File: src/rtl/fetch_pkg.sv
`default_nettype none
// ============================================================================
// Module      : fetch_pkg
// Description : Shared constants and state type for the instruction-fetch
//               stage.
// Revision    : 1.0 - initial release
// ============================================================================
package fetch_pkg;

    localparam int          XLEN_DEF  = 64;
    localparam int          ILEN      = 32;
    localparam logic [31:0] NOP_INSTR = 32'h0000_0013;  // addi x0, x0, 0
    localparam int          PC_STEP   = 4;

    typedef enum logic [1:0] {
        BOOT  = 2'd0,
        RUN   = 2'd1,
        FAULT = 2'd2
    } fetch_state_t;

endpackage
`default_nettype wire

File: src/rtl/fetch_unit.sv
`default_nettype none
// ============================================================================
// Module      : fetch_unit
// Description : Instruction-fetch stage. Holds the PC, drives the instruction
//               memory address, registers the returned instruction with its
//               PC into the IF/ID register and hands it to decode over a
//               valid/ready handshake. Handles redirects from execute, traps
//               misaligned redirect targets and counts accepted fetches.
// Revision    : 1.0 - initial release
// ============================================================================
module fetch_unit
    import fetch_pkg::*;
#(
    parameter int               XLEN     = XLEN_DEF,
    parameter logic [XLEN-1:0]  RESET_PC = '0
) (
    input  logic               clk,
    input  logic               rst_n,
    output logic [XLEN-1:0]    imem_addr,
    input  logic [ILEN-1:0]    imem_instr,
    input  logic               redirect_valid,
    input  logic [XLEN-1:0]    redirect_pc,
    input  logic               id_ready,
    output logic               if_valid,
    output logic [XLEN-1:0]    if_pc,
    output logic [ILEN-1:0]    if_instr,
    output logic               fetch_fault,
    output logic [31:0]        fetch_count
);

    localparam logic [XLEN-1:0] PC_INC = XLEN'(PC_STEP);

    fetch_state_t    state;
    fetch_state_t    state_next;
    logic [XLEN-1:0] pc;
    logic            load;
    logic            fire_out;

    // Decode has taken the current output register this cycle.
    assign fire_out    = if_valid && id_ready;
    assign imem_addr   = pc;
    assign fetch_fault = (state == FAULT);

    // State register.
    always_ff @(posedge clk) begin
        if (!rst_n) begin
            state <= BOOT;
        end else begin
            state <= state_next;
        end
    end

    // Next-state and load decision; a redirect overrides everything else and
    // its target alignment alone decides between RUN and FAULT.
    always_comb begin
        state_next = state;
        load       = 1'b0;
        case (state)
            BOOT:    state_next = RUN;
            RUN:     load = !if_valid || id_ready;
            FAULT:   state_next = FAULT;
            default: state_next = BOOT;
        endcase
        if (redirect_valid) begin
            load       = 1'b0;
            state_next = (redirect_pc[1:0] != 2'b00) ? FAULT : RUN;
        end
    end

    // PC, IF/ID output register and accepted-fetch counter.
    always_ff @(posedge clk) begin
        if (!rst_n) begin
            pc          <= RESET_PC;
            if_valid    <= 1'b0;
            if_pc       <= '0;
            if_instr    <= NOP_INSTR;
            fetch_count <= 32'd0;
        end else begin
            // The handshake completes even when a redirect flushes the slot.
            if (fire_out) begin
                fetch_count <= fetch_count + 32'd1;
            end
            if (redirect_valid) begin
                if_valid <= 1'b0;
                if_instr <= NOP_INSTR;
                pc       <= redirect_pc;
            end else if (load) begin
                if_valid <= 1'b1;
                if_pc    <= pc;
                if_instr <= imem_instr;
                pc       <= pc + PC_INC;
            end
        end
    end

endmodule
`default_nettype wire
File: config.mk
export PLATFORM = sky130hd
export DESIGN_NAME = fetch_unit
export DESIGN_NICKNAME = d
export VERILOG_FILES = /design/src/rtl/fetch_pkg.sv /design/src/rtl/fetch_unit.sv
export SDC_FILE = /design/constraint.sdc
export NUM_CORES = 1
export LEC_CHECK = 0
export ABC_AREA = 1
export CELL_PAD_IN_SITES_DETAIL_PLACEMENT = 0
export CELL_PAD_IN_SITES_GLOBAL_PLACEMENT = 1
export CORE_ASPECT_RATIO = 1.75
export CORE_UTILIZATION = 35
export DETAILED_ROUTE_END_ITERATION = 10
export GPL_ROUTABILITY_DRIVEN = 0
export MAX_ROUTING_LAYER = met4
export PLACE_DENSITY_LB_ADDON = 0.1
export SLEW_MARGIN = 20
export SYNTH_ARGS = -nofsm -noshare
export SYNTH_HDL_FRONTEND = slang
export SYNTH_SLANG_ARGS = --single-unit
File: constraint.sdc
create_clock -name clk -period 3.2 [get_ports clk]
set_input_delay 0.64 -clock clk [delete_from_list [all_inputs] [get_ports clk]]
set_output_delay 0.64 -clock clk [all_outputs]
set_load 0.1 [all_outputs]
# Word level (Yosys, flattened, before mapping)
# Cells that the tools add are included.
[totals] regBits=195 latch_bits=0 ramBits=0 rom_bits=0 input_bits=100 output_inout_bits=194 wordCells=28 mem_count=0
[classes] addsub=2 n_mul=0 div=0 magnitude_cmp=0 n_eq_ne=3 n_shift=0 mux=7 bitwise_logic=2 n_reduce_logical=8
[ops] op="$mux W64" n=2
[ops] op="$add A64 B3 Y64 const B" n=1
[ops] op="$add A32 B1 Y32 const B" n=1
[ops] op="$pmux W2 S3" n=1
[ops] op="$mux W2" n=2
[ops] op="$reduce_bool A2 Y1" n=2
[ops] op="$eq A2 B1 Y1 const B" n=1
[ops] op="$eq A2 B2 Y1 const B" n=1
[ops] op="$logic_not A2 Y1" n=1
[ops] op="$mux W1" n=2
[ops] op="$ne A2 B2 Y1 const B" n=1
[ops] op="$not A1 Y1" n=2
[ops] op="$reduce_and A2 Y1" n=1
[ops] op="$reduce_or A2 Y1" n=1
[ops] op="$logic_and A1 B1 Y1" n=1
[ops] op="$logic_not A1 Y1" n=1
[ops] op="$logic_or A1 B1 Y1" n=1

# Longest topological paths before layout
# Gate-level depths: netlist of run 1.
[depth] word_depth=6 mapped_depth=12 ltp_nobuf=11

# Worst setup path before layout of run 1
# No wires, ideal clock.
[synth_path] path_type="register to register" from="reg pc[2], in the netlist imem_addr[2]" to="reg pc[62], in the netlist imem_addr[62]" setup_time_ns=0.132 arrival_ns=2.302 required_ns=3.068 path_slack_ns=0.765 path_stages_with_launch=11 n_path_buf=0 synth_period_minus_slack_ns=2.435 path_cell_list="dfxtp_1 > ha_1 > nand2_2 > nor2_1 > inv_1 > nor2_1 > nand2_1 > o21ai_1 > nand3_1 > nand2_1 > a21oi_1"
[synth_via] elab_chain_len=3
[synth_lines] item="start: declaration" line_no="fetch_unit.sv:35" rtl="logic [XLEN-1:0] pc;"
[synth_lines] item="start signal: assignment" line_no="fetch_unit.sv:86" rtl="pc <= redirect_pc;"
[synth_lines] item="start signal: assignment" line_no="fetch_unit.sv:91" rtl="pc <= pc + PC_INC;"
[synth_lines] item="$add A64 B3 Y64" line_no="fetch_unit.sv:91"
[synth_lines] item="$mux W64" line_no="fetch_unit.sv:87" rtl="end else if (load) begin"
[synth_lines] item="$mux W64" line_no="fetch_unit.sv:83" rtl="if (redirect_valid) begin"
# No other way between the ends. The select of a mux whose other input is x is not followed.
# A chain may end at the register's enable or synchronous reset.

# Worst setup path in the final report of run 1
[layout_path] from="reg pc[3], in the netlist imem_addr[3]" to="reg pc[36], in the netlist imem_addr[36]"
# The elaborated chain is that of the path after synthesis.

==> key figures, run 1 <==
Yosys
  – Synthesis Warnings: 0
  – Netlist Area Pre-Place: 10200 µm²
  – EDFF count, synth: 0
  – #FFs+latches synth: 195
  – Primary FF master, synth: dfxtp_1
  – Yosys cell types: 44
  – Syn avg cell area: 6.40 µm²
  – Sequential fraction of the synthesis area: between 30% and 40%
  – Share of async-settable or async-resettable flops after synthesis: 0%
  – Net Count, Synth: 1696
  – Post-Synthesis Cells: 1594

Setup path
  – Critical path capture point type: flip-flop
  – Worst Path Max Fanout: 7
  – Cell Chain, Critical Path: ha_1, nand2_2, nor2_4, nand3_1, nor2_1, nand3_1, nand2_1, nand2_1, nand2_1, a21oi_1
  – CP Data Arrival Time: roughly 2.6 ns
  – CP Class: flip-flop to flip-flop
  – Startpoint types: flip-flop
  – Slowest cell on the critical path: nor2_1
  – Reg2reg start: imem_addr[3]
  – CP startpoint: imem_addr[3]
  – Critical Path Most Common Cell: nand2_1
  – Buf/Inv on CP: 0
  – Crit-path max cell delay: ~0.47 ns
  – WP data required: ~3.5 ns
  – Crit-path leading delay family: simple AND/OR/NAND/NOR gates

Final layout
  – Layout area overhead: 33.9%
  – Most frequent cells in the layout: nand2_1 (411), nor2_1 (273), buf_4 (217)
  – Ratio of cells with drive above 1 in the final layout: 16.4%
  – Final Instance Area: 13600 µm²
  – Final #Nets: 1965
  – Non-Filler Instances: 2254
  – Most common library cell in the layout ignoring fill and taps: nand2_1

Global routing
  – All-Layer GR Usage: 30.3%
  – Largest net degree at the start of global routing: 116
  – Initial antenna violation count: 2
  – Global-route wire length before repair: approximately 64000 µm
  – GRT overflow: 0
  – Vias in the first global route: 11000

Power
  – VDD IR max: around 0.0004 V
  – P_leak: about 5.8 nW
  – Power Dens Cells: 470 nW/µm²

Placement
  – DP Area: 13100 µm²
  – Dpl hpwl: 33500 µm
  – Placed insts: 2222
  – Port Buffers: 293

CTS
  – Clk sinks: 195
  – Num CTS Buffers: 17
  – Clock transition at path regs: 0.07 ns
  – # resized after CTS: 0
  – Clock latency on the worst-skew pair: 0.46 ns
  – Max clock buf depth: 2
  – Setup repair bufs after CTS: 0
  – H-tree depth: 4
  – CTS Hold Bufs: 0
  – Clock root buffer: clkbuf_16
  – CTS tree: built

Floorplanning
  – Core Area: 28600 µm²
  – Die height: 228 µm
  – Rows: 82
  – Die Wd: 131 µm
  – Total die area: 29800 µm²
  – Ports: 294
  – Initial Util: a little over a third

STA
  – Crit path time final: 2.28 ns
  – Max_slew headroom: approximately 51%
  – Fin crit share: between 70 and 80%
  – RSZ-0062 raised after global routing: no
  – Setup tns final: 0 ns
  – Setup Viol. Count Final: 0
  – Clk_skew: 0.0108 ns
  – Worst slew pin tran: 0.735 ns
  – Max Fclk: 439 MHz
  – Final hold violations: 0
  – Final Max Tran Viols: 0

Outcome
  – Status: completed

Hold path
  – HP Class: flip-flop to flip-flop
  – Hold Crit Start: state[1]

Route
  – Via count: 11500
  – Drt first pass iters: 5
  – DRC: 0
  – Average wire per standard cell: just under 20 µm
  – Wirelength, routed: 43300 µm
  – DR vias/cell: 5.08
  – First DRT Iteration DRCs: 626
  – Routed Antenna Nets: 0

Run
  – Max-Cap Viols: 0
## sequential cells by signal, indices dropped and copies added, names as in the netlist
register	count
state	2
if_valid	1
fetch_count	32
imem_addr	64
if_pc	64
if_instr	32
## synthesized netlist by cell type, types with 6 or more instances
library cell / number / area, µm²
nor3_1: 21 / 105
inv_1: 140 / 526
o21ai_0: 127 / 636
nand3_1: 87 / 435
a21oi_1: 122 / 611
nor2_2: 21 / 131
o21bai_1: 6 / 45.0
nand4_1: 22 / 138
o221ai_1: 13 / 114
a211oi_1: 9 / 67.6
nor2_4: 7 / 78.8
dfxtp_1: 195 / 3900
buf_2: 23 / 115
inv_2: 10 / 37.5
clkbuf_1: 39 / 146
nor2_1: 273 / 1020
xor2_1: 6 / 52.6
nand2_1: 411 / 1540
o21ai_1: 12 / 60.1
## worst reg2reg max path, stage by stage, from the launching register on
cell and delay, ns:
dfxtp_1 0.44, ha_1 0.28, nand2_2 0.10, nor2_4 0.22, nand3_1 0.18, nor2_1 0.47
nand3_1 0.15, nand2_1 0.09, nand2_1 0.06, nand2_1 0.08, a21oi_1 0.06
## per-layer routing
layer	wire [µm]	global-route usage, %	up-vias
met2	23300	54.7	379
met5	0	-	-
met3	2300	5.96	109
li1	-	-	5703
met1	15300	29.6	5263
met4	2320	16.5	0
## stage by stage
stage	power [W]	util, %	hold WS, ns	setup slack [ns]
2_1_floorplan	0.00376	-	0.411	0.765
6_report	0.00641	47.7	0.455	0.922
4_1_cts	0.00646	47.7	0.449	0.948
3_5_place_dp	0.00424	45.6	0.438	0.669
3_3_place_gp	0.00423	45.6	0.428	0.718
5_1_grt	0.00663	47.7	0.490	0.825
## report_power, final
group	total (W)	internal, W	switching, W
sequential	0.00266	0.00253	0.000122
combinational	0.00153	0.000375	0.00115
clock	0.00223	0.00123	0.000998
## area by class of cell
cell class | count | area [µm²]
Multi-Input combinational cell | 1179 | 5440
Antenna cell | 2 | 5.00
Clock inverter | 7 | 98.8
Inverter | 152 | 576
Tap cell | 378 | 473
Timing Repair Buffer | 318 | 2670
Sequential cell | 195 | 3900
Fill cell | 3089 | 15000
Clock buffer | 23 | 488
## path summary, 6_finish.rpt
kind / endpoint / slack [ns] / cells past startpoint
min reg2reg: state[0] / 0.45 / 1
max reg2reg: imem_addr[36] / 0.92 / 10
min: state[0] / 0.45 / 1
max: imem_addr[36] / 0.92 / 10
## cells by family after synthesis
kind of cell | count (synthesis) | synth area share, %
and+or+nand+nor | 864 | 36.0
AOI/OAI and AO/OA | 303 | 16.1
buffers and inverters | 220 | 8.47
DFF | 195 | 38.3
xor gates and xnor gates | 9 | 0.773
adders and majority gates | 2 | 0.245
muxes | 1 | 0.0982
Power figures use the tool's default switching activity.
==> run 2, diff against run 1 <==
--- a/config.mk
+++ b/config.mk
@@ -9,7 +9,7 @@
 export CELL_PAD_IN_SITES_DETAIL_PLACEMENT = 0
 export CELL_PAD_IN_SITES_GLOBAL_PLACEMENT = 1
 export CORE_ASPECT_RATIO = 1.75
-export CORE_UTILIZATION = 35
+export CORE_UTILIZATION = 30
 export DETAILED_ROUTE_END_ITERATION = 10
 export GPL_ROUTABILITY_DRIVEN = 0
 export MAX_ROUTING_LAYER = met4
==> constraint.sdc (replaced) <==
create_clock -name clk -period 1.85 [get_ports clk]
set_input_delay 0.37 -clock clk [delete_from_list [all_inputs] [get_ports clk]]
set_output_delay 0.37 -clock clk [all_outputs]
set_load 0.1 [all_outputs]
==> run 2 against run 1 <==
First-iteration DRC count shrank 11%. Highest routed layer unchanged. Wire length grew 7.5%. Sequential cell count is the same. Non-clock buffer count grew 171. Sequential power grew 73%. Final area grew 31%. Global-route usage shrank 2.5 points. Largest power group unchanged. Maximum frequency grew 29%. Clock skew grew 0.0023 ns. Critical endpoint is now imem_addr[42]. Power grew 87%.
==> key figures, run 2 (synthesis results as in run 1) <==
Power
  – P_leak: 7.35 nW (+28%)
  – VDD IR max: 0.000704 V (+79%)
  – Power Dens Cells: 671 nW/µm² (+43%)

Setup path
  – Reg2Reg Depth: 9 (-1)
  – Startpoint types: flip-flop
  – CP Data Arrival Time: 2.11 ns (-0.48 ns)
  – Critical path capture point type: flip-flop
  – Worst Path Max Fanout: 4 (-3)
  – WP data required: 2.20 ns (-1.31 ns)
  – CP Class: flip-flop to flip-flop

Final layout
  – Non-Filler Instances: 2503 (+11%)
  – Final core occ: 53.2% (+5.5 points)
  – Most common library cell in the layout ignoring fill and taps: nand2_1
  – Most frequent cells in the layout: nand2_1 (408), nor2_1 (265), buf_12 (206)
  – Final #Nets: 2136 (+8.7%)
  – Area occupied by multi-input gates: 5580 µm² (+2.6%)
  – Register area: 4040 µm² (+3.6%)
  – Layout area overhead: 75.3%
  – Fillcell total: 3324 (+7.6%)
  – Final Instance Area: 17900 µm² (+31%)
  – Ratio of cells with drive above 1 in the final layout: 28.7% (+12 points)

Global routing
  – Largest net degree at the start of global routing: 109 (-6.0%)
  – Initial antenna violation count: 1 (-1)
  – Global-route wire length before repair: 69100 µm (+7.1%)
  – All-Layer GR Usage: 27.9% (-2.5 points)
  – Vias in the first global route: 11800 (+7.5%)
  – GRT overflow: 0 (unchanged)

Route
  – DRC: 0 (unchanged)
  – Average wire per standard cell: 18.6 µm (-3.2%)
  – Wirelength, routed: 46500 µm (+7.5%)
  – Via count: 12100 (+5.3%)
  – Drt first pass iters: 6 (+1)
  – First DRT Iteration DRCs: 560 (-11%)
  – Routed Antenna Nets: 0 (unchanged)
  – DR vias/cell: 4.82 (-5.2%)

CTS
  – Clock transition at path regs: 0.08 ns (about the same)
  – Clk sinks: 195 (unchanged)
  – Clock latency on the worst-skew pair: 0.47 ns (about the same)
  – CTS tree: built
  – Num CTS Buffers: 17 (unchanged)
  – H-tree depth: 4 (unchanged)
  – Max clock buf depth: 2 (unchanged)
  – Clock root buffer: clkbuf_16

STA
  – Worst slew pin tran: 0.496 ns (-0.240 ns)
  – Final Max Tran Viols: 0 (unchanged)
  – Max Fclk: 568 MHz (+29%)
  – Final worst slack: 0.0893 ns (-0.832 ns)
  – Hold slack: 0.329 ns (-0.126 ns)
  – Setup Viol. Count Final: 0 (unchanged)
  – Max_slew headroom: 67.0% (+16 points)
  – Crit path time final: 1.76 ns (-0.518 ns)
  – Final hold violations: 0 (unchanged)
  – Clk_skew: 0.0130 ns (+0.00225 ns)
  – Fin crit share: 95.2% (+24 points)

Run
  – Max-Cap Viols: 0 (unchanged)

Floorplanning
  – Ports: 294 (unchanged)
  – Core Area: 33600 µm² (+17%)
  – Rows: 89 (+8.5%)
  – Initial Util: 30.3% (-5.3 points)
  – Total die area: 34800 µm² (+16%)
  – Die height: 246 µm (+7.9%)
  – Die Wd: 141 µm (+7.9%)

Placement
  – DP Area: 17100 µm² (+31%)
  – Placed insts: 2469 (+11%)
  – Dpl hpwl: 37600 µm (+12%)
  – Post-Place Worst Slack: -0.343 ns (-1.01 ns)
  – Port Buffers: 293 (unchanged)

Outcome
  – Status: completed

Hold path
  – Hold path depth: 3 (+2)
  – HP Class: primary input to flip-flop
[run 2: changes by cell type in the layout (fill, tap and decap cells not counted), moves of 8 or more]
cell / change
dfxtp_4: +11
nor2_1: -8
dfxtp_2: +79
buf_4: -32
nor2_4: +10
dfxtp_1: -90
buf_12: +203
[run 2: routing by layer]
metal	vias up	GRT usage (%)	wire length (µm)
met4	0	17.5	2860
met1	5569	26.1	16200
met2	335	52.8	26000
li1	6036	-	-
met3	116	3.62	1500
met5	-	-	0
[run 2: path summary, 6_finish.rpt]
kind | start | endpoint | slack [ns]
max | imem_addr[27] | imem_addr[42] | 0.09
min | redirect_valid | imem_addr[25] | 0.33
max reg2reg | imem_addr[27] | imem_addr[42] | 0.09
min reg2reg | state[1] | state[0] | 0.45
[run 2: power by group]
group / switching [W] / leakage (nW) / internal (W)
registers: 0.000220 / 1.63 / 0.00439
clock network: 0.00185 / 0.304 / 0.00212
logic: 0.00215 / 5.41 / 0.00127
total: 0.00422 / 7.35 / 0.00778
[run 2: repair_timing]
action	in CTS	in global routing
pin swaps	0	3
setup endpoints to repair	5	24
resized for setup	3	27
gates cloned	0	0
hold buffers	0	0
buffers inserted	0	1
[run 2: cell type report]
class	instances	area share, %
diodes	1	0.0140
multi-input cells	1179	31.2
well taps	455	3.18
flip-flops and latches	195	22.6
clock buffers	22	2.83
repair buffers	489	36.3
inverters	152	3.22
clock inverters	10	0.581
[run 2: critical path, stage by stage, from the launching register on]
cell     delay [ns]
dfxtp_2        0.38
nand2_1        0.10
nor2_1         0.24
nand2_1        0.27
nor2_1         0.16
nand2_1        0.10
o21ai_0        0.17
nand3_1        0.10
nand2_1        0.07
a21oi_1        0.05
[run 2: stage by stage]
step / power (W) / setup TNS, ns
6_report: 0.0120 / 0
5_1_grt: 0.0124 / -0.00348
4_1_cts: 0.0121 / 0
3_5_place_dp: 0.00813 / -39.96
3_3_place_gp: 0.00812 / -38.90
2_1_floorplan: 0.00652 / -0.0274
